<file path="src/rtl/normal_word_feeder.sv">
// normal_word_feeder
//   Transmit side of the normal-word interface into round_block. Reads the
//   normal polynomial from word RAM and issues one word per handshake. The
//   first PRELOAD_COUNT words go out add-only (only_add=1) and the remaining
//   real words go out add+process. Then tail_words zero words follow to flush
//   the low-word window. Only one word is in flight at a time.
//
//   Optional build macro: FEEDER_TIMEOUT_EN enables a WAIT_ACK watchdog. If
//   processing_done has not arrived after TIMEOUT_CYCLES cycles, the transfer
//   aborts to IDLE and the sticky timeout_err flag is set.
//
// Ports
//   clk, rst          clock (rising edge), asynchronous active-high reset
//   start             begin a transfer (sampled in IDLE only)
//   tail_words        number of zero words appended, sampled with start
//   mem_rd_en/addr    RAM read strobe and word address
//   mem_rdata         RAM data, valid one cycle after mem_rd_en
//   normal_word_in    word presented to round_block
//   word_valid        one-cycle word-issue pulse
//   only_add          1 = enqueue only, 0 = enqueue and process
//   word_accepted     round_block captured the word (monitored only)
//   processing_done   round_block finished with the word; closes the handshake
//   busy              transfer in progress
//   done              one-cycle pulse after the last word completes
//   word_index        index of the word currently issued
//   timeout_err       sticky watchdog flag (constant 0 without the macro)
module normal_word_feeder #(
  parameter int WORD_WIDTH        = 32,
  parameter int ADDR_WIDTH        = 10,
  parameter int NORMAL_WORD_COUNT = 553,
  parameter int PRELOAD_COUNT     = 1,
  parameter int TIMEOUT_CYCLES    = 64
) (
  input  logic                  clk,
  input  logic                  rst,
  input  logic                  start,
  input  logic [5:0]            tail_words,
  output logic                  mem_rd_en,
  output logic [ADDR_WIDTH-1:0] mem_addr,
  input  logic [WORD_WIDTH-1:0] mem_rdata,
  output logic [WORD_WIDTH-1:0] normal_word_in,
  output logic                  word_valid,
  output logic                  only_add,
  input  logic                  word_accepted,
  input  logic                  processing_done,
  output logic                  busy,
  output logic                  done,
  output logic [ADDR_WIDTH:0]   word_index,
  output logic                  timeout_err
);

  localparam int IW = ADDR_WIDTH + 1;
  localparam logic [IW-1:0] NWC = IW'(NORMAL_WORD_COUNT);
  localparam logic [IW-1:0] PRE = IW'(PRELOAD_COUNT);

  typedef enum logic [2:0] {
    IDLE, FETCH, WAIT_DATA, SEND, WAIT_ACK, DONE
  } state_t;

  state_t          state, state_nxt;
  logic [IW-1:0]   index;
  logic [IW-1:0]   total;
  logic [WORD_WIDTH-1:0] word_q;
  logic            real_word;
  logic            last_word;
  logic            expired;

  assign real_word = (index < NWC);
  assign last_word = ((index + IW'(1)) == total);

  // word_accepted is informational only; processing_done alone ends WAIT_ACK.
  logic unused_accept;
  assign unused_accept = word_accepted;

`ifdef FEEDER_TIMEOUT_EN
  localparam int CW = $clog2(TIMEOUT_CYCLES + 1);
  logic [CW-1:0] wait_cnt;
  logic          err_q;

  // wait_cnt is 0 on the first WAIT_ACK cycle, so expiry lands on the
  // TIMEOUT_CYCLES-th cycle spent waiting.
  assign expired = (state == WAIT_ACK) && !processing_done &&
                   (wait_cnt == CW'(TIMEOUT_CYCLES - 1));

  always_ff @(posedge clk or posedge rst) begin
    if (rst) begin
      wait_cnt <= '0;
      err_q    <= 1'b0;
    end else begin
      wait_cnt <= (state == WAIT_ACK) ? wait_cnt + CW'(1) : '0;
      if (expired)
        err_q <= 1'b1;
    end
  end

  assign timeout_err = err_q;
`else
  assign expired     = 1'b0;
  assign timeout_err = 1'b0;
`endif

  always_ff @(posedge clk or posedge rst) begin
    if (rst) begin
      state  <= IDLE;
      index  <= '0;
      total  <= '0;
      word_q <= '0;
    end else begin
      state <= state_nxt;
      case (state)
        IDLE: begin
          if (start) begin
            index <= '0;
            total <= NWC + IW'(tail_words);
          end
        end
        FETCH: begin
          // Tail words never touch RAM; they are plain zeros.
          if (!real_word)
            word_q <= '0;
        end
        WAIT_DATA: word_q <= mem_rdata;
        WAIT_ACK: begin
          if (processing_done && !expired)
            index <= index + IW'(1);
        end
        default: ;
      endcase
    end
  end

  always_comb begin
    state_nxt = state;
    case (state)
      IDLE:      if (start) state_nxt = FETCH;
      FETCH:     state_nxt = real_word ? WAIT_DATA : SEND;
      WAIT_DATA: state_nxt = SEND;
      SEND:      state_nxt = WAIT_ACK;
      WAIT_ACK: begin
        if (expired)
          state_nxt = IDLE;
        else if (processing_done)
          state_nxt = last_word ? DONE : FETCH;
      end
      DONE:      state_nxt = IDLE;
      default:   state_nxt = IDLE;
    endcase
  end

  // Index only moves when leaving WAIT_ACK, so only_add and the word stay
  // stable for the whole handshake.
  assign mem_rd_en      = (state == FETCH) && real_word;
  assign mem_addr       = index[ADDR_WIDTH-1:0];
  assign normal_word_in = word_q;
  assign word_valid     = (state == SEND);
  assign only_add       = ((state == SEND) || (state == WAIT_ACK)) && (index < PRE);
  assign busy           = (state == FETCH) || (state == WAIT_DATA) ||
                          (state == SEND)  || (state == WAIT_ACK);
  assign done           = (state == DONE);
  assign word_index     = index;

endmodule

</file>
<file path="config.mk">
export PLATFORM = sky130hd
export DESIGN_NAME = normal_word_feeder
export DESIGN_NICKNAME = d
export VERILOG_FILES = /design/src/rtl/normal_word_feeder.sv
export SDC_FILE = /design/constraint.sdc
export NUM_CORES = 1
export LEC_CHECK = 0
export BUFFER_PORTS_ARGS = -buffer_cell sky130_fd_sc_hd__buf_2
export CAP_MARGIN = 10
export CELL_PAD_IN_SITES_DETAIL_PLACEMENT = 1
export CELL_PAD_IN_SITES_GLOBAL_PLACEMENT = 1
export CORE_UTILIZATION = 35
export DETAILED_ROUTE_END_ITERATION = 8
export PLACE_DENSITY = 0.78
export SKIP_LAST_GASP = 1
export SLEW_MARGIN = 10
export SYNTH_ARGS = -nofsm -noshare
export SYNTH_HDL_FRONTEND = slang
export SYNTH_SLANG_ARGS = --single-unit
</file>
<file path="constraint.sdc">
create_clock -name clk -period 3.2 [get_ports clk]
set_input_delay 0.32 -clock clk [delete_from_list [all_inputs] [get_ports clk]]
set_output_delay 0.32 -clock clk [all_outputs]
set_load 0.02 [all_outputs]
</file>
Word-level counts from Yosys, hierarchy flattened
Cells that the tools add are included.
{ "classes": {"addsub": 2, "order_cmp": 2, "eq_ne": 9, "n_mux": 10, "n_reduce_logical": 13} }
{ "op_table": {"columns": ["op", "n"], "rows": [
  ["$pmux 32 s2", 1],
  ["$mux 32", 1],
  ["$mux 11", 2],
  ["$pmux 11 s2", 1],
  ["$pmux 3 s5", 1],
  ["$add 10x6->11 const A", 1],
  ["$add 11x1->11 const B", 1],
  ["$eq 11x11->1", 1],
  ["$lt 11x1->1 const B", 1],
  ["$lt 11x10->1 const B", 1],
  ["$mux 3", 3],
  ["$eq 3x2->1 const B", 2],
  ["$eq 3x3->1 const B", 2],
  ["$ne 2x2->1 const B", 3],
  ["$reduce_and 2->1", 3],
  ["$logic_or 1x1->1", 4],
  ["$reduce_bool 2->1", 2],
  ["$eq 3x1->1 const B", 1],
  ["$logic_not 3->1", 1],
  ["$reduce_and 3->1", 1],
  ["$logic_and 1x1->1", 2],
  ["$mux 1", 1]
]} }
{ "word_totals": {"reg_bits": 57, "inputBits": 43, "out_inout_bits": 59, "word_cells": 40} }

Depth between registers and ports, before layout
{ "logic_depth": {"word_depth": 5, "depth_mapped": 7, "mapped_depth_nobuf": 6} }

Worst setup path after synthesis
Ideal clock, no wire load.
{ "synth_path": {"path_type": "register -> output", "from": "register index[1] (netlist: word_index[1])", "to": "output mem_rd_en", "arrival_ps": 1875, "required_ps": 2880, "slack_ps": 1005, "path_stages_with_launch": 4, "n_path_buf": 0, "path_cell_list": "dfrtp_1 or3_1 a31o_2 nor4b_1"} }
{ "synth_between": {"elab_chain_len": 2} }
{ "synth_rtl": {"columns": ["element", "line", "source"], "rows": [
  ["start: declaration", "61", "logic [IW-1:0] index;"],
  ["start signal: assignment", "125", "index <= index + IW'(1);"],
  ["$lt 11x10->1", "68", "assign real_word = (index < NWC);"],
  ["$logic_and 1x1->1", "152", "assign mem_rd_en = (state == FETCH) && real_word;"],
  ["end: declaration", "38", "output logic mem_rd_en,"]
]} }
Every way passes these cells.

Final worst setup path
{ "layout_path": {"from": "register index[2] (netlist: word_index[2])", "to": "output mem_rd_en"} }
The elaborated chain is that of the path after synthesis.

==> results.txt <==
In this run the count of I/O pins placed on the die edge is 102. The fraction of registers with async set or reset after synthesis came out at 100%. The first-pass GRT wire length is 11,000 um. The final worst hold slack came out at 0.165 ns. Traced cell by cell, the critical path runs through or3_1 > a31o_2 > nor4b_1 > buf_2.

The flow ran to the end, and the final reports show no timing, DRC or antenna violations. The residual DRC count is 0. The residual antenna-violating net count after detailed routing is 0.

In this run the power spent charging and discharging nets is 1300 uW. The placed instances occupy a cell area of 3160 sq um. The area share of the leading cell type in the synthesized netlist is 50.4%. The deepest clock path buffer count is 2. The final setup TNS came out at 0 ns.

The worst-path maximum fanout is 10. After synthesis the cells add up to 2680 sq um. The starting density of the core is 36.6%. The largest total area in the synthesized netlist belongs to sky130_fd_sc_hd__dfrtp_1. The fraction of final layout cells with drive strength greater than 1 came out at 37.5%. The portion of the clock cycle consumed by the worst path in the final layout is 70.9%. The placed instance count came out at 422.

The horizontal extent of the die came out at 89.5 um. In this run the tightest slew margin relative to its limit is 27.7%. Counting flops with a built-in enable in the synthesized netlist gives 0. Setup violations remaining at the end of the flow were counted as 0. After detailed routing, the total wire length is 7000 um. Among all stages on the critical path, the largest delay is contributed by sky130_fd_sc_hd__dfrtp_1. The routed length per placed instance came out at 16.3 um. After layout, the minimum clock period comes to 2.27 ns. In this run the tool buffered the top-level ports with 99 buffer cells. The H-tree depth came out at 2. The total routed wire length on the met1 layer came out at 3170 um. The internal cell power came out at 1720 uW.

After synthesis the netlist holds a flip-flop and latch count of 54. For the pin with the worst max-slew slack, the measured transition is 1.08 ns. The power density over the cells came out at 926 nW/um^2. The number of max-slew violations in the final report came out at 0. The arrival time of the worst setup path came out at 1.95 ns.

The detailed router used layers up to and including met4. The number of placement rows is 31. The largest clock skew in the final design is 0.00758 ns. The post-CTS setup repair buffer count is 0. The clock tree from TritonCTS is done. The startpoint type of the worst setup path is a register. The commonest cells after synthesis are sky130_fd_sc_hd__dfrtp_1 (54), sky130_fd_sc_hd__a22o_1 (32), sky130_fd_sc_hd__o21ai_0 (17). The placer's final routability congestion estimate came out at 0.825.

The Yosys step of the flow raised 0 warnings. The area growth from synthesis to layout is 21.5%. The number of max-cap violations is 0.

The routed layout has 2,228 vias. The number of hold violations in the final report came out at 0. The area of all placed cells without fillers came out at 3260 sq um. The number of antenna violations at the first check in global routing is 0. The HPWL after detailed placement is 5060 um. For this design, the CTS-stage hold fixing added 0 buffers.

The worst setup path is captured at a primary output. The fill cell instance count of the final layout is 854. The combinational share of power is 46.8%. The area of the placeable core came out at 7330 sq um. Yosys attributes the largest share of cell area to sky130_fd_sc_hd__dfrtp_1 (50%), sky130_fd_sc_hd__a22o_1 (10%), sky130_fd_sc_hd__buf_4 (3.6%), sky130_fd_sc_hd__o21ai_0 (3.2%), sky130_fd_sc_hd__xnor2_1 (2.9%). The met2 routed wirelength came out at 3470 um.

The stage delay of the slowest cell on the critical path came out at 0.48 ns. Setup repair after global routing left no endpoint under its margin. The tree is rooted in a sky130_fd_sc_hd__clkbuf_8. The top cell family by delay on the critical path is simple AND/OR/NAND/NOR gates. The worst path buffer plus inverter count came out at 1. In the post-synthesis netlist, the cell with the most instances is sky130_fd_sc_hd__dfrtp_1.

TritonCTS created 5 clock buffers. The setup path with the least slack is of type register to primary output. The sequential cell fraction of total power is 39.4%. The achievable frequency is 0.441 GHz. The number of distinct library cells after synthesis is 50. Before antenna repair, the detailed router went through 4 iterations.

0 antenna diodes ended up in the layout. The number of standard cells after synthesis is 250. The die footprint is 8010 sq um.

Measured along the y axis, the die boundary spans 89.5 um. The average via count per standard cell came out at 5.18. The worst endpoint required time is 2.88 ns. The average cell area after synthesis is 10.7 sq um. The net count of the finished layout came out at 375. The number of non-filler instances in the completed layout came out at 430. The DRC violation total after the first TritonRoute iteration is 95. The count of clock tree sinks came out at 54. Counting every net in the synthesized netlist gives 295.

Entering global routing, the biggest net connects 40 pins. Clock-pin slew was measured on the worst setup and hold paths at 0.10 ns. The total routing usage reported by global routing came out at 18.0%.

The later pin in the worst-skew pair is clocked with a latency of 0.31 ns. The met3 wire length is 240 um. The total grt overflow came out at 0. The clock network fraction of total power came out at 13.8%. The worst IR drop on VDD came out at 0.394 mV.

The leakage power of the design is 0.00163 uW. The worst hold path belongs to the class input port to asynchronous set/reset pin. The count of instances resized after the clock tree is built came out at 0.

In the synthesized netlist the dominant register cell turns out to be sky130_fd_sc_hd__dfrtp_1. In this run switching power makes up 43.1% of total power. The number of global-route vias before repair came out at 2,193. Summing the sequential cell areas from Yosys gives 50.4% of the chip area.
[cell type report]
class | count | area, sq um | share of cell area [%]
Tap cell | 99 | 124 | 3.80
Clock inverter | 2 | 16.3 | 0.500
Inverter | 5 | 18.8 | 0.576
Multi-Input combinational cell | 161 | 1140 | 34.9
Clock buffer | 6 | 82.6 | 2.54
Sequential cell | 54 | 1350 | 41.5
Timing Repair Buffer | 103 | 526 | 16.1
[metal layers]
metal / up-vias / track usage, %
met5: - / 0
met4: 0 / 6.35
met3: 10 / 3.51
met2: 54 / 29.6
met1: 1104 / 23.8
li1: 1060 / -
[final timing paths]
kind,from,slack (ns),to,cells after the start
setup / recovery,word_index[2],0.93,mem_rd_en,4
hold / removal,rst,0.16,normal_word_in[20],2
setup reg to reg,word_index[0],1.00,state[2],6
hold reg to reg,normal_word_in[10],0.51,normal_word_in[10],1
max in group asynchronous,rst,2.31,word_index[8],3
min in group clk,tail_words[0],0.20,total[0],2
[cells by family after synthesis]
logic type | synth area share (%)
adder cells (fa/ha/maj) | 0.934
other | 0.140
flip-flops | 50.4
AO/OA/AOI/OAI | 21.8
buffers and inverters | 7.33
AND/OR/NAND/NOR | 13.3
multiplexers | 0.420
XOR/XNOR | 5.70
[through the flow]
step                worst slack, ns  power [uW]  util [%]
finish                        0.930        3020      44.4
global route                  0.797        3220      44.4
CTS                           0.911        3050      44.4
detailed placement             1.05        2620      43.1
global placement               1.08        2560      43.1
floorplan                      1.01        2170         -
[power by group through the flow]
stage | clock network, uW | logic, uW | registers, uW
finish | 417 | 1410 | 1190
global placement | 0 | 1380 | 1180
floorplan | 0 | 776 | 1390
CTS | 435 | 1430 | 1190
detailed placement | 0 | 1420 | 1190
global route | 451 | 1540 | 1230
[cell usage in the layout, fill, tap and decap left out, drive strengths merged, types with 3 or more instances in the layout]
cell type and instances:
nand3 6, clkbuf 6, o21ai 19, dfrtp 54, and3 5, xnor2 9
buf 103, xor2 5, a21oi 7, o31ai 5, a22o 32, nor3 3
nand2 14, a31oi 5, inv 6, nor2 16
[registers in the layout, summed over array words and instances, names as in the netlist]
| register | cells |
|---|---|
| total | 8 |
| word_index | 11 |
| state | 3 |
| normal_word_in | 32 |
(Power assumes the default switching activity.)
